<file path="src/rtl/spi_cmd_pkg.sv">
`default_nettype none
// ============================================================================
// Module      : spi_cmd_pkg
// Description : Shared constants, FSM state encoding and helpers for the
//               SPI command controller.
// Revision    : 1.0 - initial release
// ============================================================================
package spi_cmd_pkg;

  // Register file geometry
  localparam int ADDR_W = 3;
  localparam int NREG   = 8;
  localparam logic [ADDR_W-1:0] STATUS_ADDR = ADDR_W'(7);
  localparam logic [ADDR_W-1:0] CLEAR_ADDR  = ADDR_W'(6);

  // Command byte layout: {wr, reserved[3:0], addr[2:0]}
  localparam int CMD_WR_BIT   = 7;
  localparam int CMD_RSV_MSB  = 6;
  localparam int CMD_RSV_LSB  = 3;
  localparam int CMD_ADDR_MSB = ADDR_W - 1;

  // FSM state encoding
  typedef logic [1:0] state_t;
  localparam state_t ST_IDLE = 2'd0;
  localparam state_t ST_CMD  = 2'd1;
  localparam state_t ST_DATA = 2'd2;
  localparam state_t ST_DROP = 2'd3;

  // Saturating increment for the error counter
  function automatic logic [7:0] sat_inc(input logic [7:0] v);
    return (v == 8'hFF) ? v : v + 8'd1;
  endfunction

endpackage
`default_nettype wire

</file>
<file path="src/rtl/spi_cmd_sync.sv">
`default_nettype none
// ============================================================================
// Module      : spi_cmd_sync
// Description : Multi-flop synchronizer with rising/falling edge detect.
//               Edges are suppressed until the chain holds only real samples
//               after reset, so reset values never produce a false edge.
// Revision    : 1.0 - initial release
// ============================================================================
module spi_cmd_sync #(
  parameter int   STAGES  = 2,
  parameter logic RST_VAL = 1'b0
) (
  input  logic clk,
  input  logic rst,
  input  logic async_in,
  output logic level,
  output logic rise,
  output logic fall,
  output logic valid
);

  logic [STAGES-1:0] r_sync;
  logic              r_prev;
  logic [STAGES:0]   r_fill;

  // Shift the async input through the chain; track how much is real data
  always_ff @(posedge clk or posedge rst) begin
    if (rst) begin
      r_sync <= {STAGES{RST_VAL}};
      r_prev <= RST_VAL;
      r_fill <= '0;
    end else begin
      r_sync <= {r_sync[STAGES-2:0], async_in};
      r_prev <= r_sync[STAGES-1];
      r_fill <= {r_fill[STAGES-1:0], 1'b1};
    end
  end

  assign level = r_sync[STAGES-1];
  assign valid = r_fill[STAGES];
  assign rise  = valid &  level & ~r_prev;
  assign fall  = valid & ~level &  r_prev;

endmodule
`default_nettype wire

</file>
<file path="src/rtl/spi_cmd_ctrl.sv">
`default_nettype none
// ============================================================================
// Module      : spi_cmd_ctrl
// Description : Command decoder behind an SPI slave. Byte 0 of a frame is a
//               command {wr, rsv[3:0], addr[2:0]}; later bytes write or read
//               an 8x8 register file whose address 7 is the error counter.
//               Optional macro SPI_CMD_AUTOINC_EN enables burst access with
//               address auto-increment; otherwise one data byte per frame.
// Revision    : 1.0 - initial release
// ============================================================================
module spi_cmd_ctrl #(
  parameter int         SYNC_STAGES = 2,
  parameter logic [7:0] TX_IDLE     = 8'h00
) (
  input  logic       clk,
  input  logic       rst,
  input  logic       ce0,
  input  logic       ssig,
  input  logic [7:0] rx_data,
  output logic [7:0] tx_data,
  output logic [7:0] cfg0,
  output logic [3:0] led,
  output logic       busy
);
  import spi_cmd_pkg::*;

  logic              w_byte_stb;
  logic              w_ssig_lvl_unused;
  logic              w_ssig_fall_unused;
  logic              w_ssig_valid_unused;
  logic              w_ce0_lvl;
  logic              w_ce0_rise;
  logic              w_ce0_fall;
  logic              w_ce0_valid;
  logic              r_ce0_armed;

  state_t            r_state;
  logic [ADDR_W-1:0] r_addr;
  logic              r_wr;
  logic [7:0]        r_tx;
  logic [7:0]        r_err_cnt;
  logic [7:0]        r_regs [0:NREG-1];

  logic [ADDR_W-1:0] w_cmd_addr;
  logic              w_cmd_bad;
  logic [7:0]        w_cmd_rd;

  spi_cmd_sync #(.STAGES(SYNC_STAGES), .RST_VAL(1'b0)) u_sync_ssig (
    .clk      (clk),
    .rst      (rst),
    .async_in (ssig),
    .level    (w_ssig_lvl_unused),
    .rise     (w_byte_stb),
    .fall     (w_ssig_fall_unused),
    .valid    (w_ssig_valid_unused)
  );

  spi_cmd_sync #(.STAGES(SYNC_STAGES), .RST_VAL(1'b1)) u_sync_ce0 (
    .clk      (clk),
    .rst      (rst),
    .async_in (ce0),
    .level    (w_ce0_lvl),
    .rise     (w_ce0_rise),
    .fall     (w_ce0_fall),
    .valid    (w_ce0_valid)
  );

  // A ce0 fall only starts a frame once ce0 has really been seen high, so a
  // reset released mid-frame waits for the next genuine frame start
  always_ff @(posedge clk or posedge rst) begin
    if (rst) r_ce0_armed <= 1'b0;
    else     r_ce0_armed <= r_ce0_armed | (w_ce0_valid & w_ce0_lvl);
  end

  assign w_cmd_addr = rx_data[CMD_ADDR_MSB:0];
  assign w_cmd_bad  = |rx_data[CMD_RSV_MSB:CMD_RSV_LSB];

  // Read data for the address carried in the command byte
  always_comb begin
    w_cmd_rd = (w_cmd_addr == STATUS_ADDR) ? r_err_cnt : r_regs[w_cmd_addr];
  end

`ifdef SPI_CMD_AUTOINC_EN
  logic [ADDR_W-1:0] w_nxt_addr;
  logic [7:0]        w_nxt_rd;
  assign w_nxt_addr = r_addr + ADDR_W'(1);
  // Read data for the following burst address
  always_comb begin
    w_nxt_rd = (w_nxt_addr == STATUS_ADDR) ? r_err_cnt : r_regs[w_nxt_addr];
  end
`endif

  // Frame FSM, register file and error counter; ce0 edges take priority over
  // a same-cycle byte strobe, which is then discarded
  always_ff @(posedge clk or posedge rst) begin
    if (rst) begin
      r_state   <= ST_IDLE;
      r_addr    <= '0;
      r_wr      <= 1'b0;
      r_tx      <= TX_IDLE;
      r_err_cnt <= 8'h00;
      for (int i = 0; i < NREG; i++) r_regs[i] <= 8'h00;
    end else if (w_ce0_rise) begin
      r_state <= ST_IDLE;
      r_tx    <= TX_IDLE;
    end else if (w_ce0_fall && r_ce0_armed) begin
      r_state <= ST_CMD;
      r_tx    <= TX_IDLE;
    end else if (w_byte_stb) begin
      case (r_state)
        ST_CMD: begin
          if (w_cmd_bad) begin
            r_state   <= ST_DROP;
            r_tx      <= TX_IDLE;
            r_err_cnt <= sat_inc(r_err_cnt);
          end else begin
            r_state <= ST_DATA;
            r_addr  <= w_cmd_addr;
            r_wr    <= rx_data[CMD_WR_BIT];
            r_tx    <= rx_data[CMD_WR_BIT] ? TX_IDLE : w_cmd_rd;
          end
        end
        ST_DATA: begin
          if (r_wr) begin
            if (r_addr == STATUS_ADDR) begin
              r_err_cnt <= sat_inc(r_err_cnt);
            end else begin
              r_regs[r_addr] <= rx_data;
              if (r_addr == CLEAR_ADDR) r_err_cnt <= 8'h00;
            end
          end
`ifdef SPI_CMD_AUTOINC_EN
          r_addr <= w_nxt_addr;
          r_tx   <= r_wr ? TX_IDLE : w_nxt_rd;
`else
          r_state <= ST_DROP;
          r_tx    <= TX_IDLE;
`endif
        end
        default: ;
      endcase
    end
  end

  assign tx_data = r_tx;
  assign cfg0    = r_regs[0];
  assign led     = r_regs[1][3:0];
  assign busy    = (r_state != ST_IDLE);

endmodule
`default_nettype wire

</file>
<file path="config.mk">
export PLATFORM = sky130hd
export DESIGN_NAME = spi_cmd_ctrl
export DESIGN_NICKNAME = d
export VERILOG_FILES = /design/src/rtl/spi_cmd_pkg.sv /design/src/rtl/spi_cmd_sync.sv /design/src/rtl/spi_cmd_ctrl.sv
export SDC_FILE = /design/constraint.sdc
export NUM_CORES = 1
export LEC_CHECK = 0
export CAP_MARGIN = 40
export CORE_MARGIN = 1.5
export CORE_UTILIZATION = 60
export CTS_CLUSTER_SIZE = 14
export DETAILED_ROUTE_END_ITERATION = 10
export PLACE_DENSITY_LB_ADDON = 0.08
export REMOVE_ABC_BUFFERS = 1
export SLEW_MARGIN = 10
export SYNTH_ARGS = -nofsm -noshare
export SYNTH_HDL_FRONTEND = slang
export SYNTH_HIERARCHICAL = 1
export SYNTH_SLANG_ARGS = --single-unit
</file>
<file path="constraint.sdc">
create_clock -name clk -period 3.6 [get_ports clk]
set_input_delay 0.36 -clock clk [delete_from_list [all_inputs] [get_ports clk]]
set_output_delay 0.36 -clock clk [all_outputs]
set_load 0.005 [all_outputs]
</file>
==> flow_metrics.env <==
export IMPL_rsz0062_at_grt="false"
export IMPL_wl_per_cell_um=19.7
export IMPL_p_int_w=0.00156
export IMPL_num_vias=2553
export IMPL_irDropWorstVdd_v=0.000292
export IMPL_ff2ff_setup_slack_ps=1100
export IMPL_area_growth_pct=12.8
export IMPL_finalSetupViolCount=0
export IMPL_fin_crit_sh=0.693
export IMPL_wl_um=8410
export IMPL_combPwrFrac=0.115
export IMPL_swShare=0.261
export IMPL_antenna_left=0
export IMPL_post_route_min_period_ps=2500
export IMPL_clk_latency_ps=370
export IMPL_htree_levels=3
export IMPL_min_path_type="input pin to async pin"
export IMPL_finalSetupTns_ps=0
export IMPL_finalHoldViolations=0
export IMPL_antenna_found_initial=0
export IMPL_die_x_um=87.3
export IMPL_crit_family="simple AND/OR/NAND/NOR gates"
export IMPL_cts_max_path_buffers=2
export IMPL_crit_path_end_kind="flip-flop"
export IMPL_p_sw_w=0.000553
export IMPL_first_pass_iters=4
export IMPL_seqPwrFrac=0.525
export IMPL_antennaDiodeCount=0
export IMPL_drive_gt1_frac=0.326
export IMPL_fin_util=0.703
export IMPL_criticalPathCategory="flip-flop to flip-flop"
export IMPL_gp_congestion=0.860
export IMPL_clock_fmax_ghz=0.401
export IMPL_crit_buf_inv=0
export IMPL_core_sq_mm=0.00683
export IMPL_synth_cells=306
export IMPL_netlist_area_sq_mm=0.00426
export IMPL_crit_arrival_ps=2750
export IMPL_finClkSkew_ps=9.17
export IMPL_cts_setup_buffers=0
export IMPL_instances_no_fill=427
export IMPL_port_buffers=32
export IMPL_reg2reg_depth=5
export IMPL_numClockSinks=91
export IMPL_die_area_sq_mm=0.00762
export IMPL_grt_pass1_vias=2585
export IMPL_grt_pass1_wl_um=13500
export IMPL_leakage_nw=2.16
export IMPL_grt_use_total=0.248
export IMPL_cts_buffers=9
export IMPL_p_per_area_mw_per_mm2=441
export IMPL_dp_cells=411
export IMPL_cp_slowest_cell="nor4_4"
export IMPL_timing_rr_end="cfg0[6]$_DFFE_PP0P_"
export IMPL_slew_headroom=0.435
export IMPL_setup_slack_ps=1100
export IMPL_r2r_start="u_sync_ce0/r_sync[1]$_DFF_PP1_"
export IMPL_globalRouteOverflowTotal=0
export IMPL_final_max_slew_viol_count=0
export IMPL_timing_critical_path_slowest_cell_delay_ps=720
export IMPL_dp_slack_ps=997
export IMPL_max_cap_viol_count=0
export IMPL_first_iter_violations=146
export IMPL_cts_tree="done"
export IMPL_worst_slew_pin_transition_ps=844
export IMPL_dp_hpwl_um=5670
export IMPL_grt_max_degree=46
export IMPL_holdBufCountCts=0
export IMPL_via_per_inst=5.98
export IMPL_die_h_um=87.3
export IMPL_clkTransAtPathRegs_ps=90
export IMPL_finalNetCount=342
export IMPL_clkPwrFrac=0.359
export IMPL_ys_warnings_count=6
export IMPL_crit_chain="and3b_1 > a21oi_4 > nand4_4 > nor4_4 > mux2_2"
export IMPL_start_kind="flip-flop"
export IMPL_io_pins=33
export IMPL_status="finished, final reports clean"
export IMPL_start_util=0.624
export IMPL_cp_required_ps=3850
export IMPL_worst_path_max_fanout=8
export IMPL_row_count=30
export IMPL_syn_avg_cell_area_sq_um=13.9
export IMPL_cts_repair_resize_count=0
export IMPL_drc=0
export IMPL_root_buffer="clkbuf_8"
## cell usage in the layout (no fill, tap or decap), drive strengths merged, types with 3 or more instances in the layout
master and instances:
dfstp 3, mux2i 8, dfrtp 88, mux2 60, nor2 6, nand3 7
mux4 16, or4 3, o21ai 10, nand2 16, clkbuf 10, a21o 3
ha 4, clkdlybuf4s50 32, o31ai 3, inv 9, and3b 3, nor4 3
nor3 4, a21oi 8, nand4 3, buf 4
## routing by layer
metal / GRT usage / vias up / share of wire
met1: 0.346 / 1309 / 0.44
met4: 0.131 / 0 / 0.034
met5: 0 / - / 0
met2: 0.377 / 66 / 0.48
li1: - / 1157 / -
met3: 0.0408 / 21 / 0.050
## how the worst max path moves through the flow
stage / startpoint / to / slack [ps] / cells after the start
6_report: u_sync_ce0/r_sync[1]$_DFF_PP1_ / cfg0[6]$_DFFE_PP0P_ / 1100 / 5
5_1_grt: u_sync_ce0/r_sync[1]$_DFF_PP1_ / cfg0[6]$_DFFE_PP0P_ / 1010 / 5
4_1_cts: u_sync_ce0/r_sync[1]$_DFF_PP1_ / cfg0[6]$_DFFE_PP0P_ / 1090 / 5
3_5_place_dp: rx_data[6] / r_err_cnt[6]$_DFFE_PP0P_ / 1000 / 5
3_3_place_gp: u_sync_ce0/r_sync[1]$_DFF_PP1_ / r_regs[53]$_DFFE_PP0P_ / 1140 / 5
2_1_floorplan: rst / cfg0[0]$_DFFE_PP0P_ / 1220 / 1
## area by class of cell
cell class,instances,area [sq um]
fill,499,2030
timing repair buffer,36,363
tap,96,120
inverter,8,30.0
sequential,91,2280
clock inverter,6,88.8
clock buffer,10,128
multi-input combinational,180,1800
## power groups by stage
stage	Clock [W]	Combinational [W]	Sequential (W)
detailed placement	0	0.000245	0.00113
floorplan	0	0.000153	0.00112
global route	0.000813	0.000274	0.00112
finish	0.000761	0.000244	0.00111
CTS	0.000776	0.000246	0.00111
global placement	0	0.000237	0.00113
## flip-flops by register name (all words and copies together), names as in the netlist
signal	count
cfg0	8
led	4
r_addr	3
r_ce0_armed	1
r_err_cnt	8
r_regs	44
r_state	2
r_wr	1
tx_data	8
u_sync_ce0/r_fill	3
u_sync_ce0/r_prev	1
u_sync_ce0/r_sync	2
u_sync_ssig/r_fill	3
u_sync_ssig/r_prev	1
u_sync_ssig/r_sync	2
## metrics by stage
step                power [W]  hold WS, ps  instance area [sq um]
global placement      0.00137          332                   4590
CTS                   0.00213          271                   4810
finish                0.00212          275                   4810
floorplan             0.00127          149                   4110
global route          0.00221          294                   4810
detailed placement    0.00138          336                   4590
No activity file was read; power rests on OpenSTA's default activity.
